## config.mk

```make
export PLATFORM = sky130hd
export DESIGN_NAME = marker_pattern_gen
export DESIGN_NICKNAME = d
export VERILOG_FILES = /design/src/rtl/marker_pattern_gen.sv
export SDC_FILE = /design/constraint.sdc
export NUM_CORES = 1
export LEC_CHECK = 0
export ABC_AREA = 1
export BUFFER_PORTS_ARGS = -buffer_cell sky130_fd_sc_hd__buf_2
export CORE_UTILIZATION = 42
export CTS_CLUSTER_DIAMETER = 100
export DETAILED_ROUTE_END_ITERATION = 12
export PLACE_DENSITY = 0.67
export SLEW_MARGIN = 10
export SYNTH_ARGS = -nofsm -noshare
export SYNTH_HDL_FRONTEND = slang
export SYNTH_SLANG_ARGS = --single-unit
```

## constraint.sdc

```tcl
create_clock -name clk_in -period 6.6 [get_ports clk_in]
set_input_delay 0.33 -clock clk_in [delete_from_list [all_inputs] [get_ports clk_in]]
set_output_delay 0.33 -clock clk_in [all_outputs]
set_load 0.01 [all_outputs]
```

## src/rtl/marker_pattern_gen.sv

```systemverilog
// Raster test-pattern source: banded marker inside a configurable rectangle on a white field,
// plus registered raster counters, row/frame strobes and the expected centre hcount.
module marker_pattern_gen #(
    parameter int H_ACTIVE   = 640,
    parameter int H_TOTAL    = 800,
    parameter int V_ACTIVE   = 480,
    parameter int V_TOTAL    = 525,
    parameter int SIDE_BANDS = 3
) (
    input  logic        clk_in,
    input  logic        rst_in,
    input  logic        enable_in,
    input  logic [10:0] x_in,
    input  logic [9:0]  y_in,
    input  logic [9:0]  height_in,
    input  logic [7:0]  width_in,
    output logic [2:0]  rgb_out,
    output logic        active_out,
    output logic [10:0] hcount_out,
    output logic [9:0]  vcount_out,
    output logic        row_start_out,
    output logic        frame_start_out,
    output logic [10:0] centre_out
);

    localparam logic [1:0] ST_QUIET = 2'd0;
    localparam logic [1:0] ST_BAND  = 2'd1;
    localparam logic [1:0] ST_DONE  = 2'd2;

    localparam logic [3:0] LAST_BAND   = 4'(2 * SIDE_BANDS);
    localparam logic [3:0] CENTRE_BAND = 4'(SIDE_BANDS);

    // Internal raster runs one cycle ahead of the registered outputs.
    logic [10:0] hCnt_q, hCnt_d;
    logic [9:0]  vCnt_q, vCnt_d;
    logic [1:0]  state_q, state_d;
    logic [3:0]  band_q, band_d;
    logic [8:0]  pix_q, pix_d;

    logic [10:0] xLat_q;
    logic [9:0]  yLat_q;
    logic [9:0]  heightLat_q;
    logic [7:0]  widthLat_q;

    logic [2:0]  rgb_q, rgb_d;
    logic        active_q, active_d;
    logic [10:0] hOut_q;
    logic [9:0]  vOut_q;
    logic        rowStart_q;
    logic        frameStart_q;
    logic [10:0] centre_q;

    logic        atOrigin;
    logic [10:0] xCfg;
    logic [9:0]  yCfg;
    logic [9:0]  heightCfg;
    logic [7:0]  widthCfg;
    logic [8:0]  widthEff;
    logic [10:0] rowEnd;
    logic        markerRow;
    logic        hActive;
    logic        vActive;
    logic [10:0] centreCalc;

    logic [1:0]  curState;
    logic [1:0]  pixState;
    logic [3:0]  pixBand;
    logic [8:0]  pixPix;
    logic [8:0]  bandLen;

    // At the frame origin the live inputs are used so pixel (0,0) already sees the new frame's config.
    assign atOrigin  = (hCnt_q == 11'd0) && (vCnt_q == 10'd0);
    assign xCfg      = atOrigin ? x_in      : xLat_q;
    assign yCfg      = atOrigin ? y_in      : yLat_q;
    assign heightCfg = atOrigin ? height_in : heightLat_q;
    assign widthCfg  = atOrigin ? width_in  : widthLat_q;
    assign widthEff  = (widthCfg == 8'd0) ? 9'd1 : {1'b0, widthCfg};

    assign rowEnd     = {1'b0, yCfg} + {1'b0, heightCfg};
    assign markerRow  = ({1'b0, vCnt_q} >= {1'b0, yCfg}) && ({1'b0, vCnt_q} < rowEnd);
    assign hActive    = hCnt_q < 11'(H_ACTIVE);
    assign vActive    = vCnt_q < 10'(V_ACTIVE);
    assign centreCalc = xCfg + 11'(SIDE_BANDS + 1) * {2'b00, widthEff};

    always_comb begin
        hCnt_d = hCnt_q + 11'd1;
        vCnt_d = vCnt_q;
        if (hCnt_q == 11'(H_TOTAL - 1)) begin
            hCnt_d = 11'd0;
            if (vCnt_q == 10'(V_TOTAL - 1)) begin
                vCnt_d = 10'd0;
            end else begin
                vCnt_d = vCnt_q + 10'd1;
            end
        end
    end

    // Resolve the band state that applies to the current pixel; every row restarts in QUIET.
    always_comb begin
        curState = (hCnt_q == 11'd0) ? ST_QUIET : state_q;
        pixState = curState;
        pixBand  = band_q;
        pixPix   = pix_q;
        if (!hActive) begin
            pixState = ST_DONE;
        end else if (curState == ST_QUIET && markerRow && hCnt_q == xCfg) begin
            pixState = ST_BAND;
            pixBand  = 4'd0;
            pixPix   = 9'd0;
        end
        bandLen = (pixBand == CENTRE_BAND) ? (widthEff << 1) : widthEff;
    end

    always_comb begin
        state_d = pixState;
        band_d  = pixBand;
        pix_d   = pixPix;
        if (pixState == ST_BAND) begin
            if (pixPix == bandLen - 9'd1) begin
                pix_d = 9'd0;
                if (pixBand == LAST_BAND) begin
                    state_d = ST_DONE;
                end else begin
                    band_d = pixBand + 4'd1;
                end
            end else begin
                pix_d = pixPix + 9'd1;
            end
        end
    end

    // Even bands are black, odd bands white; the centre band keeps its parity colour.
    always_comb begin
        rgb_d    = 3'b111;
        active_d = hActive && vActive;
        if (!active_d) begin
            rgb_d = 3'b000;
        end else if (pixState == ST_BAND) begin
            rgb_d = pixBand[0] ? 3'b111 : 3'b000;
        end
    end

    always_ff @(posedge clk_in or posedge rst_in) begin
        if (rst_in) begin
            hCnt_q       <= 11'd0;
            vCnt_q       <= 10'd0;
            state_q      <= ST_QUIET;
            band_q       <= 4'd0;
            pix_q        <= 9'd0;
            xLat_q       <= 11'd0;
            yLat_q       <= 10'd0;
            heightLat_q  <= 10'd0;
            widthLat_q   <= 8'd0;
            rgb_q        <= 3'b000;
            active_q     <= 1'b0;
            hOut_q       <= 11'd0;
            vOut_q       <= 10'd0;
            rowStart_q   <= 1'b0;
            frameStart_q <= 1'b0;
            centre_q     <= 11'd0;
        end else if (enable_in) begin
            hCnt_q       <= hCnt_d;
            vCnt_q       <= vCnt_d;
            state_q      <= state_d;
            band_q       <= band_d;
            pix_q        <= pix_d;
            rgb_q        <= rgb_d;
            active_q     <= active_d;
            hOut_q       <= hCnt_q;
            vOut_q       <= vCnt_q;
            rowStart_q   <= (hCnt_q == 11'd0);
            frameStart_q <= atOrigin;
            if (atOrigin) begin
                xLat_q      <= x_in;
                yLat_q      <= y_in;
                heightLat_q <= height_in;
                widthLat_q  <= width_in;
                centre_q    <= centreCalc;
            end
        end
    end

    assign rgb_out         = rgb_q;
    assign active_out      = active_q;
    assign hcount_out      = hOut_q;
    assign vcount_out      = vOut_q;
    assign row_start_out   = rowStart_q;
    assign frame_start_out = frameStart_q;
    assign centre_out      = centre_q;

endmodule

```

* After elaboration in Yosys (flattened, before gate mapping)
Cells that the tools add are included.
** Operators by class
- Add/sub/neg operators :: 7
- Magnitude comparators :: 4
- Eq/ne operators :: 7
- Multiplexer cells :: 26
- Reduce and logical (&&, ||, !) cells :: 11
** Operator list (count)
- 2-to-1 mux 9 bit :: 5
- 2-to-1 mux 10 bit :: 3
- 2-to-1 mux 11 bit :: 2
- 2-to-1 mux 4 bit :: 5
- 2-to-1 mux 8 bit :: 2
- 2-to-1 mux 2 bit :: 6
- adder 10 x 10 -> 11 bit :: 1
- adder 11 x 1 -> 11 bit, second input constant :: 1
- adder 11 x 10 -> 11 bit :: 1
- equality test 11 x 10 -> 1 bit, second input constant :: 1
- equality test 11 bit :: 1
- logical NOT 11 bit :: 1
- < comparator 10 x 11 -> 1 bit :: 1
- < comparator 11 x 10 -> 1 bit, second input constant :: 1
- adder 10 x 1 -> 10 bit, second input constant :: 1
- equality test 10 bit, second input constant :: 1
- greater-or-equal comparator 10 bit :: 1
- logical NOT 10 bit :: 1
- < comparator 10 x 9 -> 1 bit, second input constant :: 1
- adder 9 x 1 -> 9 bit, second input constant :: 1
- equality test 9 bit :: 1
- 2-to-1 mux 3 bit :: 3
- subtractor 9 x 1 -> 9 bit, second input constant :: 1
- logical NOT 8 bit :: 1
- 7 further kinds :: 12
** Storage, ports and cells
- Flip-flop bits (word level) :: 113
- Input bits :: 42
- Output and inout port bits :: 38
- Word-level logic and storage cells :: 71

* Logic depth before layout (Yosys ltp)
- Depth in word-level cells :: 16
- Mapped depth :: 53
- Gate-level depth less buffers :: 49

* Worst setup path after synthesis
No wires, ideal clock.
- Kind :: reg-to-reg
- Start :: register vCnt_q[1]
- End :: register state_q[0]
- Library setup time :: 0.131 ns
- Data arrival time :: 6.033 ns
- Required time :: 6.469 ns
- Slack :: 0.435 ns
- Cell stages (with the launch flop) :: 52
- Buffers on the path :: 6
- Clock period less this slack :: 6.165 ns
- Cell sequence :: dfrtp_1 inv_1 ha_1 inv_1 nor2_1 nand3_2 nor2_4 nand2_4 buf_6 buf_6 clkbuf_1 clkbuf_1 nand2_1 o21ai_0 ha_1 ha_1 inv_1 nand2_1 (+16 left out) inv_1 ha_1 nand2_4 buf_6 nand2_1 ha_1 xor2_1 nand3b_1 nor2_2 nand2_1 nor2_1 nand2_1 nor2_2 nand3_2 nand2_4 nand2_4 nand2_1 o21ai_1
** Between the ends
- Cells in the longest elaborated chain, start to end :: 16
- Elaborated cells between the ends (all ways) :: 30
- Those cells by class :: add/sub: 2; order compare: 2; eq/ne: 5; mux: 15; reduce/logical: 6
** Ends and longest elaborated chain
- start: declaration :: RTL line 35 : logic [9:0] vCnt_q, vCnt_d;
- start signal: assignment :: RTL line 163 : vCnt_q <= vCnt_d;
- logical NOT 10 bit * :: RTL line 72 : assign atOrigin = (hCnt_q == 11'd0) && (vCnt_q == 10'd0);
- logical AND 1 bit * :: RTL line 72
- 2-to-1 mux 10 bit *
- via yCfg[0] :: RTL line 55 : logic [9:0] yCfg;
- adder 10 x 10 -> 11 bit :: RTL line 79 : assign rowEnd = {1'b0, yCfg} + {1'b0, heightCfg};
- < comparator 10 x 11 -> 1 bit :: RTL line 80 : assign markerRow = ({1'b0, vCnt_q} >= {1'b0, yCfg}) && ({1'b0, vCnt_q} < rowEnd);
- logical AND 1 bit * :: RTL line 80
- logical AND 1 bit * (2 in series) :: RTL line 106 : end else if (curState == ST_QUIET && markerRow && hCnt_q == xCfg) begin
- 2-to-1 mux 4 bit :: RTL line 106
- 2-to-1 mux 4 bit :: RTL line 104 : if (!hActive) begin
- equality test 4 x 2 -> 1 bit :: RTL line 111 : bandLen = (pixBand == CENTRE_BAND) ? (widthEff << 1) : widthEff;
- 2-to-1 mux 9 bit :: RTL line 111
- subtractor 9 x 1 -> 9 bit :: RTL line 119 : if (pixPix == bandLen - 9'd1) begin
- equality test 9 bit :: RTL line 119
- 2-to-1 mux 2 bit :: RTL line 119
- 2-to-1 mux 2 bit * :: RTL line 118 : if (pixState == ST_BAND) begin
- end signal: assignment :: RTL line 164 : state_q <= state_d;
- end: declaration :: RTL line 36 : logic [1:0] state_q, state_d;
The timed path passes the listed nets; every way through them passes the cells marked *.
A chain may end at the register's enable or synchronous reset.

* Final worst setup path
- Start :: register hCnt_q[0]
- End :: register pix_q[4]
** Between the ends
- Cells in the longest elaborated chain, start to end :: 16
- Elaborated cells between the ends (all ways) :: 32
- Those cells by class :: add/sub: 3; order compare: 3; eq/ne: 4; mux: 15; reduce/logical: 7
** Ends and longest elaborated chain
- start: declaration :: RTL line 34 : logic [10:0] hCnt_q, hCnt_d;
- start signal: assignment :: RTL line 162 : hCnt_q <= hCnt_d;
- logical NOT 11 bit :: RTL line 72, 100
- logical AND 1 bit :: RTL line 72
- 2-to-1 mux 10 bit
- adder 10 x 10 -> 11 bit :: RTL line 79
- < comparator 10 x 11 -> 1 bit :: RTL line 80
- logical AND 1 bit :: RTL line 80
- logical AND 1 bit (2 in series) :: RTL line 106
- 2-to-1 mux 4 bit :: RTL line 106
- 2-to-1 mux 4 bit :: RTL line 104
- equality test 4 x 2 -> 1 bit :: RTL line 111
- 2-to-1 mux 9 bit :: RTL line 111
- subtractor 9 x 1 -> 9 bit :: RTL line 119
- equality test 9 bit :: RTL line 119
- 2-to-1 mux 9 bit :: RTL line 119
- 2-to-1 mux 9 bit * :: RTL line 118
- end signal: assignment :: RTL line 166 : pix_q <= pix_d;
- end: declaration :: RTL line 38 : logic [8:0] pix_q, pix_d;
Mark *: on every way between the ends. The rest lies on a longest branch, timed or not.

==> flow_summary.yaml <==
run_status:
  status: "complete, no violations"
floorplanning:
  die_h_um: 135
  row_count: 48
  dieArea_um2: 18300
  start_util: 0.431
  die-width_um: 135
  core_area_um2: 17300
  io_pins: 80
routing:
  wire_per_inst_um: 14.1
  finalWirelength_mm: 19.0
  drt-initial-drc-count: 487
  drtAntennaViolNets: 0
  drt-pass1-iter-count: 5
  drcViolationCount: 0
  viasPerCell: 5.05
  num_vias: 6824
grt:
  antenna_found_initial: 0
  grt_start_max_net_pins: 75
  grt_pass1_wl_mm: 30.4
  track_usage: 0.213
  grt_pass1_vias: 6133
  overflow: 0
setup_path:
  crit_type: "reg -> reg"
  cp.arrival_ns: 6.22
  cp_slowest_cell: "dfrtp_1"
  cp_num_buf_inv: 5
  crit_family: "simple AND/OR/NAND/NOR gates"
  cpPeakStageDelay_ns: 0.43
  cp.depth: 45
  crit_top_cell: "nand2_1"
  cp_data_required_time_ns: 6.83
  worstSetupEndpointType: "flop"
  crit_fanout: 10
  start_kind: "flop"
  r2r_cells: 45
place:
  numPortBuffers: 79
  dp_cells: 1314
  dpl.hpwl_mm: 14.0
  gp_congestion: 0.910
  placed_area_um2: 8050
cells_and_area:
  nNetsFinal: 1204
  final_cell_mix: "nand2_1 (285), inv_1 (134), dfrtp_1 (111)"
  final_common_cell: "nand2_1"
  syn2layout_area_growth_pct: 14.4
  fin_area_um2: 8530
  drive_above_1_share: 0.172
  n_antenna_cell: 0
  final_cells: 1350
  utilization: 0.493
sta:
  min_period_over_period: 0.907
  setup_violations: 0
  max-slew-margin-rel: 0.491
  max_freq_ghz: 0.167
  worstMarginPinSlew_ns: 0.764
  finalHoldViolCount: 0
  slew_violations: 0
  timing.final.crit_period_ns: 5.99
  fin_skew_ns: 0.0150
  setup_tns_ns: 0
synthesis:
  ys_seq_elements: 111
  synth_warnings: 0
  syn_inst: 1032
  synth_area_per_cell_um2: 7.23
  syn_area_um2: 7460
  synth.net_count: 1116
  ys_top_cells_by_area: "dfrtp_1 (37%), nand2_1 (14%), inv_1 (7.0%)"
  synth_top_area_cell: "dfrtp_1"
  yosys.cell_types.count: 45
  yosysSeqAreaShare: 0.372
  synth_top_area_frac: 0.372
clock_tree:
  cts_tree: "built"
  clk_latency_ns: 0.36
  clk_transition_reported_paths_ns: 0.08
  cts-root-buf: "clkbuf_16"
  cts_buffers: 9
  cts.sinks: 111
  clock_path_buffers: 2
  htreeDepth: 3
flow_run:
  max_cap_violations: 0
min_path:
  hold_class: "in -> async"
power:
  power_mw: 1.90
  leakage_nw: 4.65
  p_per_area_nw_per_um2: 223
  peakVddDrop_mv: 0.136
-- cell usage after synthesis (all sizes together) --
| master | instances |
|---|---|
| a211oi | 2 |
| a21boi | 1 |
| a21oi | 28 |
| a31oi | 1 |
| and2 | 2 |
| buf | 9 |
| clkbuf | 21 |
| clkinv | 2 |
| dfrtp | 111 |
| fa | 1 |
| ha | 41 |
| inv | 147 |
| nand2 | 300 |
| nand3 | 70 |
| nand3b | 7 |
| nand4 | 5 |
| nor2 | 91 |
| nor3 | 14 |
| nor3b | 1 |
| nor4 | 5 |
| o211ai | 7 |
| o21ai | 94 |
| o21bai | 1 |
| o22ai | 18 |
| o31ai | 3 |
| or2 | 16 |
| xnor2 | 6 |
| xor2 | 28 |
-- worst register-to-register path, delay by kind of cell, from the launching register on --
kind                     cells  cell delay [ns]
flip-flops                   1             0.43
AO/OA/AOI/OAI                5             0.52
AND/OR/NAND/NOR             28             3.10
XOR/XNOR                     2             0.28
buffers and inverters        5             0.40
adder cells (fa/ha/maj)      5             1.13
-- cell type report --
type / count / area [um2]
inverters: 149 / 562
clock buffers: 11 / 253
fillers: 1695 / 8760
multi-input cells: 743 / 4000
clock inverters: 5 / 56.3
well taps: 225 / 282
flip-flops and latches: 111 / 2780
repair buffers: 106 / 598
-- per-layer routing --
layer  share of wire  GRT usage
met1            0.47      0.290
met4           0.015     0.0543
met2            0.46      0.347
met3           0.057     0.0400
met5               0          0
-- registers in the layout (all words and copies together) (netlist names), 8 cells and up --
name / flops
centre_out: 11
hCnt_q: 11
hcount_out: 11
heightLat_q: 10
pix_q: 9
vCnt_q: 10
vcount_out: 10
widthLat_q: 8
xLat_q: 11
yLat_q: 10
-- path summary, 6_finish.rpt --
check	startpoint	end	slack (ns)
max in group asynchronous	rst_in	rgb_out[1]$_DFFE_PP0P_	5.36
min in group clk_in	y_in[1]	yLat_q[1]$_DFFE_PP0P_	0.20
max reg2reg	hCnt_q[0]$_DFFE_PP0P_	pix_q[4]$_DFFE_PP0P_	0.61
min	rst_in	hcount_out[4]$_DFFE_PP0P_	0.09
min reg2reg	centre_out[1]$_DFFE_PP0P_	centre_out[1]$_DFFE_PP0P_	0.48
max	hCnt_q[0]$_DFFE_PP0P_	pix_q[4]$_DFFE_PP0P_	0.61
-- logic make-up (layout without fill, tap and decap cells) --
| family | after synthesis | in the layout | share of synthesized area |
|---|---|---|---|
| buffers and inverters | 179 | 271 | 0.0958 |
| adder cells (fa/ha/maj) | 42 | 42 | 0.0714 |
| AO/OA/AOI/OAI | 155 | 155 | 0.118 |
| AND/OR/NAND/NOR | 511 | 512 | 0.303 |
| flip-flops | 111 | 111 | 0.372 |
| XOR/XNOR | 34 | 34 | 0.0399 |
-- per-stage QoR --
stage,setup WS (ns),hold slack [ns]
3_5_place_dp,0.362,0.459
2_1_floorplan,0.435,0.442
5_1_grt,-0.0185,0.169
4_1_cts,0.329,0.129
6_report,0.611,0.0929
3_3_place_gp,0.534,0.452
-- timing repair --
item,in CTS,in global routing
hold buffers,0,0
setup buffers,0,19
gates resized for setup,0,8
setup endpoints to repair,0,15
-- power by group --
| group | switching [mW] | total (mW) | internal (mW) |
|---|---|---|---|
| registers | 0.0700 | 0.821 | 0.751 |
| logic | 0.332 | 0.522 | 0.189 |
| clock network | 0.273 | 0.562 | 0.289 |
| total | 0.676 | 1.90 | 1.23 |
No activity file was read; power rests on OpenSTA's default activity.
